$ cat config.mk
export PLATFORM = sky130hd
export DESIGN_NAME = nitta_to_spi_splitter
export DESIGN_NICKNAME = d
export VERILOG_FILES = /design/src/rtl/nitta_to_spi_splitter.sv
export SDC_FILE = /design/constraint.sdc
export NUM_CORES = 1
export LEC_CHECK = 0
export BUFFER_PORTS_ARGS = -buffer_cell sky130_fd_sc_hd__buf_2
export CORE_MARGIN = 5
export CORE_UTILIZATION = 30
export CTS_CLUSTER_SIZE = 12
export DETAILED_ROUTE_END_ITERATION = 12
export PLACE_DENSITY = 0.5
export SETUP_SLACK_MARGIN = 0.05
export SLEW_MARGIN = 20
export SYNTH_ARGS = -nofsm -noshare
export SYNTH_HDL_FRONTEND = slang
export SYNTH_SLANG_ARGS = --single-unit
$ cat constraint.sdc
create_clock -name clk -period 1.7 [get_ports clk]
set_input_delay 0.085 -clock clk [delete_from_list [all_inputs] [get_ports clk]]
set_output_delay 0.085 -clock clk [all_outputs]
set_load 0.01 [all_outputs]
$ cat src/rtl/nitta_to_spi_splitter.sv
// Splits each DATA_WIDTH NITTA word into SPI_DATA_WIDTH subframes, MSB first,
// advancing one subframe per rising edge of spi_ready; one extra word may be queued.
module nitta_to_spi_splitter #(
  parameter int DATA_WIDTH     = 32,
  parameter int ATTR_WIDTH     = 4,
  parameter int SPI_DATA_WIDTH = 8
) (
  input  logic                      clk,
  input  logic                      rst,
  input  logic                      nitta_ready,
  input  logic [DATA_WIDTH-1:0]     from_nitta,
  input  logic                      spi_ready,
  output logic                      splitter_ready,
  output logic [SPI_DATA_WIDTH-1:0] to_spi,
  output logic                      busy,
  output logic                      overflow
);

  localparam int SUBFRAME_NUMBER = DATA_WIDTH / SPI_DATA_WIDTH;
  localparam int CNT_W           = $clog2(SUBFRAME_NUMBER) + 1;

  if (ATTR_WIDTH < 1 || DATA_WIDTH % SPI_DATA_WIDTH != 0 || SUBFRAME_NUMBER < 2) begin : g_bad_params
    $error("nitta_to_spi_splitter: illegal parameter combination");
  end

  typedef enum logic {IDLE, SEND} state_t;

  state_t                    state, state_d;
  logic [DATA_WIDTH-1:0]     shift_reg, shift_d;
  logic [CNT_W-1:0]          remaining, remaining_d;
  logic [DATA_WIDTH-1:0]     pending, pending_d;
  logic                      pending_valid, pending_valid_d;
  logic                      spi_ready_q;
  logic [SPI_DATA_WIDTH-1:0] to_spi_d;
  logic                      splitter_ready_d, overflow_d, busy_d;
  logic                      spi_edge, last_edge, direct_load, load;
  logic [DATA_WIDTH-1:0]     load_word;

  assign spi_edge  = spi_ready & ~spi_ready_q;
  assign last_edge = (state == SEND) && spi_edge && (remaining == '0);

  always_comb begin
    state_d          = state;
    shift_d          = shift_reg;
    remaining_d      = remaining;
    pending_d        = pending;
    pending_valid_d  = pending_valid;
    to_spi_d         = to_spi;
    splitter_ready_d = 1'b0;
    overflow_d       = 1'b0;
    load             = 1'b0;
    load_word        = '0;
    direct_load      = 1'b0;

    case (state)
      IDLE: begin
        if (nitta_ready) begin
          load      = 1'b1;
          load_word = from_nitta;
        end
      end
      SEND: begin
        if (spi_edge && remaining != '0) begin
          shift_d          = shift_reg << SPI_DATA_WIDTH;
          to_spi_d         = shift_reg[DATA_WIDTH-1-SPI_DATA_WIDTH -: SPI_DATA_WIDTH];
          remaining_d      = remaining - CNT_W'(1);
          splitter_ready_d = 1'b1;
        end else if (last_edge) begin
          if (pending_valid) begin
            load            = 1'b1;
            load_word       = pending;
            pending_valid_d = 1'b0;
          end else if (nitta_ready) begin
            load        = 1'b1;
            load_word   = from_nitta;
            direct_load = 1'b1;
          end else begin
            state_d = IDLE;
          end
        end
        // A pending slot being drained this cycle is free for the incoming word.
        if (nitta_ready && !direct_load) begin
          if (!pending_valid || last_edge) begin
            pending_d       = from_nitta;
            pending_valid_d = 1'b1;
          end else begin
            overflow_d = 1'b1;
          end
        end
      end
      default: state_d = IDLE;
    endcase

    if (load) begin
      shift_d          = load_word;
      to_spi_d         = load_word[DATA_WIDTH-1 -: SPI_DATA_WIDTH];
      remaining_d      = CNT_W'(SUBFRAME_NUMBER - 1);
      splitter_ready_d = 1'b1;
      state_d          = SEND;
    end

    busy_d = (state_d == SEND) | pending_valid_d;
  end

  always_ff @(posedge clk) begin
    if (rst) begin
      state          <= IDLE;
      shift_reg      <= '0;
      remaining      <= '0;
      pending        <= '0;
      pending_valid  <= 1'b0;
      spi_ready_q    <= 1'b1;
      to_spi         <= '0;
      splitter_ready <= 1'b0;
      overflow       <= 1'b0;
      busy           <= 1'b0;
    end else begin
      state          <= state_d;
      shift_reg      <= shift_d;
      remaining      <= remaining_d;
      pending        <= pending_d;
      pending_valid  <= pending_valid_d;
      spi_ready_q    <= spi_ready;
      to_spi         <= to_spi_d;
      splitter_ready <= splitter_ready_d;
      overflow       <= overflow_d;
      busy           <= busy_d;
    end
  end

endmodule

==> run_results.csv, run 1 <==
group,metric,value,unit
synthesis,synth-edff-count,0,
setup_path,cp.required,1910,ps
synthesis,yosysWarnings,0,
timing,setup_tns,-532,ps
clock_tree,clock_latency,330,ps
timing,fin_ws,-43.6,ps
clock_tree,htree_levels,3,
place,place.gp.congestion,0.720,
route,drt_iter0_drc,213,
synthesis,syn_avg_cell_area,9.67,sq um
timing,finalSetupViolations,41,
die,coreArea,12100,sq um
layout,multi_input_area,2440,sq um
timing,rsz0062_at_grt,"true",
die,start_util,30.8,%
setup_path,rrSetupSlack,-40,ps
run,maxCapViolCount,0,
clock_tree,clock_path_buffers,2,
synthesis,netlist_area,3730,sq um
layout,final_cells,617,
synthesis,synthFlopType,"dfxtp_1",
place,place_inst,591,
grt,grt_pass1_vias,3097,
synthesis,synth_cell_type_count,39,
timing,tightest_slew,290,ps
layout,utilization,42.5,%
die,die_h,122,microns
clock_tree,root_buffer,"clkbuf_16",
synthesis,syn-num-nets,424,
timing,final_hold_viol_count,0,
layout,areaGrowthSynthToFinish,37.9,%
die,io_pins,47,
setup_path,ff2ff_path_depth,8,
setup_path,path_class,"flop to flop",
route,wl_per_cell,16.1,microns
synthesis,synthesis.instances,386,
clock_tree,cts_tree,"done",
die,die_area,14800,sq um
min_path,hp-class,"primary input to flop",
status,failed_checks,"setup timing",
synthesis,synth_top_area_share,39.2,%
setup_path,crit_fanout,6,
status,outcome,"complete, but fails checks",
grt,grt_overflow,0,
timing,slew-limit-headroom,80.4,%
clock_tree,clk_pin_slew,60,ps
route,firstDrtPassIters,4,
power,total_power,4.78,mW
clock_tree,clock_sinks,73,
synthesis,synth_top_cell_by_area,"dfxtp_1",
grt,grt_pass1_wl,16.2,mm
power,powerDensity,929,nW/um^2
power,peakVddDrop,0.000587,V
die,rows,40,
synthesis,ys_seq_elements,73,
min_path,whs_endpoint,"pending[7]$_SDFFE_PP0P_",
layout,largest_reg_flops,32,
setup_path,endpoint_kind,"flop",
clock_tree,cts_buffers,9,
power,p_leak,1.81,nW
grt,grt_max_degree,64,
setup_path,critPathArrivalTime,1960,ps
route,postRouteAntennaNets,0,
synthesis,synth_area_leaders,"dfxtp_1, nand2b_1, mux2i_1, o32ai_2, o2111ai_2",
timing,skew,5.44,ps
layout,diodes,0,
layout,seq_area,1470,sq um
route,via_per_inst,4.79,
setup_path,worstSetupStartpointType,"flop",
layout,drive_above_1_share,41.6,%
layout,num-fill-cells,1192,
die,die_w,122,microns
grt,track_usage,13.7,%
grt,antenna_found_initial,0,
synthesis,synth-seq-area-share,39.2,%
timing,fin_crit,1740,ps
layout,final_nets,482,
synthesis,synth.most_common_cell,"nand2b_1",
place,post-dp-hpwl,6.11,mm
timing,fmax,574,MHz
place,port_buffers,46,
synthesis,async_flop_share,0,%
min_path,hp-start,"from_nitta[7]",
timing,slew_viol_final,0,
route,postRouteWirelength,9.93,mm
setup_path,r2r_start,"remaining[1]$_SDFFE_PP0P_",
synthesis,synth_common_cells,"nand2b_1, dfxtp_1, mux2i_1",
route,vias,2956,
route,drc,0,
timing,period_share,103,%
min_path,whs_path_depth,3,
setup_path,reg2reg_to,"shift_reg[10]$_SDFFE_PP0P_",
[cell type report]
cell class / instances / area share, %
sequential: 73 / 28.5
tap: 168 / 4.09
multi-input combinational: 276 / 47.4
timing repair buffer: 79 / 14.1
clock buffer: 13 / 4.86
inverter: 5 / 0.365
clock inverter: 3 / 0.778
[per-stage QoR]
| step | area [sq um] | hold slack [ps] | worst slack [ps] |
|---|---|---|---|
| floorplan | 3760 | 192 | 33.0 |
| global placement | 4300 | 357 | -36.3 |
| detailed placement | 4300 | 356 | -106 |
| CTS | 4870 | 20.0 | -15.6 |
| global route | 5140 | 36.3 | -134 |
| finish | 5140 | 27.2 | -43.6 |
[worst max-delay path by stage]
stage | slack [ps] | startpoint | to
after global routing | -130 | remaining[1]$_SDFFE_PP0P_ | shift_reg[9]$_SDFFE_PP0P_
final | -40 | remaining[1]$_SDFFE_PP0P_ | shift_reg[10]$_SDFFE_PP0P_
after CTS | -20 | remaining[0]$_SDFFE_PP0P_ | to_spi[0]$_SDFFE_PP0P_
after floorplan | 30 | remaining[0]$_SDFFE_PP0P_ | pending[0]$_SDFFE_PP0P_
after global placement | -40 | remaining[0]$_SDFFE_PP0P_ | shift_reg[6]$_SDFFE_PP0P_
after detailed placement | -110 | remaining[1]$_SDFFE_PP0P_ | shift_reg[0]$_SDFFE_PP0P_
[worst max-delay path, cell delays in order (launching register included)]
cell       delay (ps)
dfxtp_2           320
inv_2              60
ha_4              130
ha_4              190
nand4bb_4         130
a21o_4            290
clkbuf_16         180
o2111ai_2         200
o32ai_2           100
[cells by family (layout without fill, tap and decap cells)]
logic type / count (synthesis) / in the layout / synth area share, %
adder cells (fa/ha/maj): 2 / 2 / 0.671
buffers and inverters: 37 / 100 / 5.10
AND/OR/NAND/NOR: 155 / 155 / 24.7
flip-flops: 73 / 73 / 39.2
multiplexers: 32 / 32 / 8.58
AO/OA/AOI/OAI: 87 / 87 / 21.8
[per-layer routing]
metal  GRT usage (%)  vias up  share of wire (%)
li1                -     1496                  -
met1            17.9     1407                 48
met2            22.9       44                 47
met3            3.36        9                4.0
met4            3.36        0               0.87
met5               0        -                  0
[report_power, final]
part           internal (mW)  leakage (nW)  switching [mW]  total, mW
registers               1.82         0.598          0.0706       1.89
clock network           1.17         0.144           0.706       1.88
logic                  0.508          1.07           0.498       1.01
[placed cells by master (no fill, tap or decap), types with 6 or more instances in the layout]
master / count
or2_2: 18
buf_2: 46
mux2i_1: 32
o2111ai_4: 6
nor2_1: 13
nor2_4: 8
dfxtp_1: 70
nand2b_1: 89
or2_1: 7
buf_12: 8
clkbuf_16: 11
a21oi_1: 13
o32ai_2: 18
a22oi_1: 8
nor2_2: 7
buf_4: 12
o32ai_1: 6
o21ai_0: 10
buf_6: 6
o2111ai_2: 18
[repair_timing]
item	4_1_cts	5_1_grt
endpoints found under the setup margin	64	65
setup buffers	3	2
endpoints found under the hold margin	0	0
gates cloned	4	2
gates resized for setup	29	46
pin swaps	3	17
hold buffers	0	0
No activity file was read; power rests on OpenSTA's default activity.
==> run 2, diff against run 1 <==
--- a/config.mk
+++ b/config.mk
@@ -6,11 +6,13 @@
 export NUM_CORES = 1
 export LEC_CHECK = 0
 export BUFFER_PORTS_ARGS = -buffer_cell sky130_fd_sc_hd__buf_2
+export CELL_PAD_IN_SITES_DETAIL_PLACEMENT = 1
+export CELL_PAD_IN_SITES_GLOBAL_PLACEMENT = 2
 export CORE_MARGIN = 5
 export CORE_UTILIZATION = 30
 export CTS_CLUSTER_SIZE = 12
 export DETAILED_ROUTE_END_ITERATION = 12
-export PLACE_DENSITY = 0.5
+export PLACE_DENSITY = 0.72
 export SETUP_SLACK_MARGIN = 0.05
 export SLEW_MARGIN = 20
 export SYNTH_ARGS = -nofsm -noshare
==> run 2 against run 1 <==
  * The flow still finishes with violations (setup timing)
  * Critical path depth unchanged
  * Clock skew fell by 0.59 ps
  * Maximum frequency is essentially flat
  * Count of clock-buffer cells in the layout down 4
  * Wire length increased by 9.0%
  * Register-to-register slack hardly changed
  * Total power increased by 1.4%
  * Sequential share of layout area rose by 0.92 points
  * Die area unchanged
  * Critical path type unchanged
==> run_results.csv, run 2 (synthesized netlist as in run 1, its figures left out) <==
group,metric,value,unit
power,p_leak,1.74,nW
power,p_comb_share,19.4,%
min_path,hp-start,"from_nitta[7]",
die,coreArea,12100,sq um
setup_path,ff2ff_path_depth,8,
layout,seq_area,1470,sq um
setup_path,path_class,"flop to flop",
route,postRouteWirelength,10.8,mm
clock_tree,root_buffer,"clkbuf_16",
layout,most-common-layout-cells,"nand2b_1, dfxtp_1, buf_2",
route,via_per_inst,4.91,
run,maxCapViolCount,0,
clock_tree,clock_path_buffers,2,
die,die_area,14800,sq um
timing,finalSetupViolations,10,
setup_path,r2r_start,"remaining[1]$_SDFFE_PP0P_",
clock_tree,clock_latency,340,ps
clock_tree,cts_buffers,9,
setup_path,critPathArrivalTime,1980,ps
min_path,hp-class,"primary input to flop",
setup_path,reg2reg_to,"shift_reg[11]$_SDFFE_PP0P_",
layout,num-fill-cells,1386,
place,placed_area,4310,sq um
timing,skew,4.85,ps
die,die_h,122,microns
route,drc,0,
clock_tree,holdBufCountCts,0,
place,port_buffers,46,
die,rows,40,
power,clkPwrFrac,41.6,%
layout,areaGrowthSynthToFinish,33.6,%
layout,diodes,0,
power,powerDensity,972,nW/um^2
grt,antenna_found_initial,0,
clock_tree,htree_levels,3,
timing,slew_viol_final,0,
setup_path,cp.required,1930,ps
route,wl_per_cell,17.7,microns
route,postRouteAntennaNets,0,
place,place.gp.congestion,0.781,
place,post-dp-hpwl,6.77,mm
grt,grt_overflow,0,
timing,period_share,103,%
grt,grt_pass1_wl,17.6,mm
power,pwr-share-seq,39.0,%
setup_path,endpoint_kind,"flop",
timing,fmax,573,MHz
clock_tree,clock_sinks,73,
setup_path,crit_fanout,11,
route,vias,3001,
die,start_util,30.8,%
route,drt_iter0_drc,174,
die,io_pins,47,
die,die_w,122,microns
grt,track_usage,15.3,%
power,power_switching,1.30,mW
power,internal-power,3.55,mW
status,outcome,"complete, but fails checks",
power,peakVddDrop,0.000461,V
grt,grt_pass1_vias,3260,
min_path,whs_path_depth,3,
clock_tree,cts_tree,"done",
grt,grt_max_degree,85,
timing,final_hold_viol_count,0,
status,failed_checks,"setup timing",
place,dp_slack,-120,ps
setup_path,worstSetupStartpointType,"flop",
timing,slew-limit-headroom,76.5,%
layout,utilization,41.1,%
timing,rsz0062_at_grt,"true",
layout,largest_reg_flops,32,
timing,tightest_slew,352,ps
route,firstDrtPassIters,4,
layout,final_common_cell,"nand2b_1",
layout,multi_input_area,2370,sq um
clock_tree,clk_pin_slew,60,ps
timing,fin_ws,-43.9,ps
layout,design_area,4980,sq um
power,switching_share,26.8,%
timing,fin_crit,1740,ps
layout,final_nets,476,
setup_path,rrSetupSlack,-40,ps
layout,drive_above_1_share,37.7,%
min_path,whs_endpoint,"pending[7]$_SDFFE_PP0P_",
==> run 2: changes by cell type in the layout (fill, tap and decap cells not counted), sizes merged <==
cell	previous run	this run
buf	77	73
bufinv	1	2
clkbuf	15	9
clkinv	2	5
==> run 2: metal layers <==
layer	wire length (microns)	global-route usage (%)	part of all wire [%]
met5	0	0	0
met1	4930	19.6	46
met2	5320	25.3	49
met3	441	4.43	4.1
met4	129	4.13	1.2
==> run 2: layout make-up <==
class | instances | share of cell area [%]
multi-input cells | 276 | 47.6
flip-flops and latches | 73 | 29.4
repair buffers | 73 | 12.2
clock buffers | 9 | 4.52
well taps | 168 | 4.22
clock inverters | 7 | 1.71
inverters | 5 | 0.377
==> run 2: worst max-delay path: stages, from the launching register on <==
cell and delay, ps:
dfxtp_2 340, inv_2 50, ha_4 160, ha_4 200
nand2b_4 80, a21o_4 190, buf_12 160, o2111ai_2 140
o32ai_1 310
==> run 2: how the worst max path moves through the flow <==
stage                               from                    endpoint  slack (ps)
6_report       remaining[1]$_SDFFE_PP0P_  shift_reg[11]$_SDFFE_PP0P_         -40
5_1_grt        remaining[0]$_SDFFE_PP0P_  shift_reg[12]$_SDFFE_PP0P_        -110
4_1_cts        remaining[0]$_SDFFE_PP0P_  shift_reg[12]$_SDFFE_PP0P_         -30
3_5_place_dp   remaining[0]$_SDFFE_PP0P_   shift_reg[4]$_SDFFE_PP0P_        -120
3_3_place_gp   remaining[0]$_SDFFE_PP0P_   shift_reg[0]$_SDFFE_PP0P_         -60
2_1_floorplan  remaining[0]$_SDFFE_PP0P_     pending[0]$_SDFFE_PP0P_          30
==> run 2: power by group through the flow <==
stage | sequential, mW | clock (mW) | combinational (mW)
6_report | 1.89 | 2.02 | 0.939
5_1_grt | 1.90 | 2.15 | 1.02
4_1_cts | 1.89 | 2.08 | 0.923
3_5_place_dp | 1.92 | 0 | 0.788
3_3_place_gp | 1.92 | 0 | 0.772
2_1_floorplan | 1.91 | 0 | 0.500
==> run 2: timing repair <==
action / CTS / global route
pin swaps: 7 / 6
buffers inserted: 2 / 0
gates cloned: 3 / 0
gates resized for setup: 36 / 17
endpoints found under the setup margin: 66 / 65
==> run 2: metrics by stage <==
stage	total power, mW	hold slack (ps)	instances	setup TNS (ps)
after floorplan	2.41	192	386	0
after global placement	2.69	364	592	-750
after detailed placement	2.71	372	592	-2620
after CTS	4.89	8.84	613	-526
after global routing	5.07	25.1	611	-3350
final	4.85	20.3	611	-163
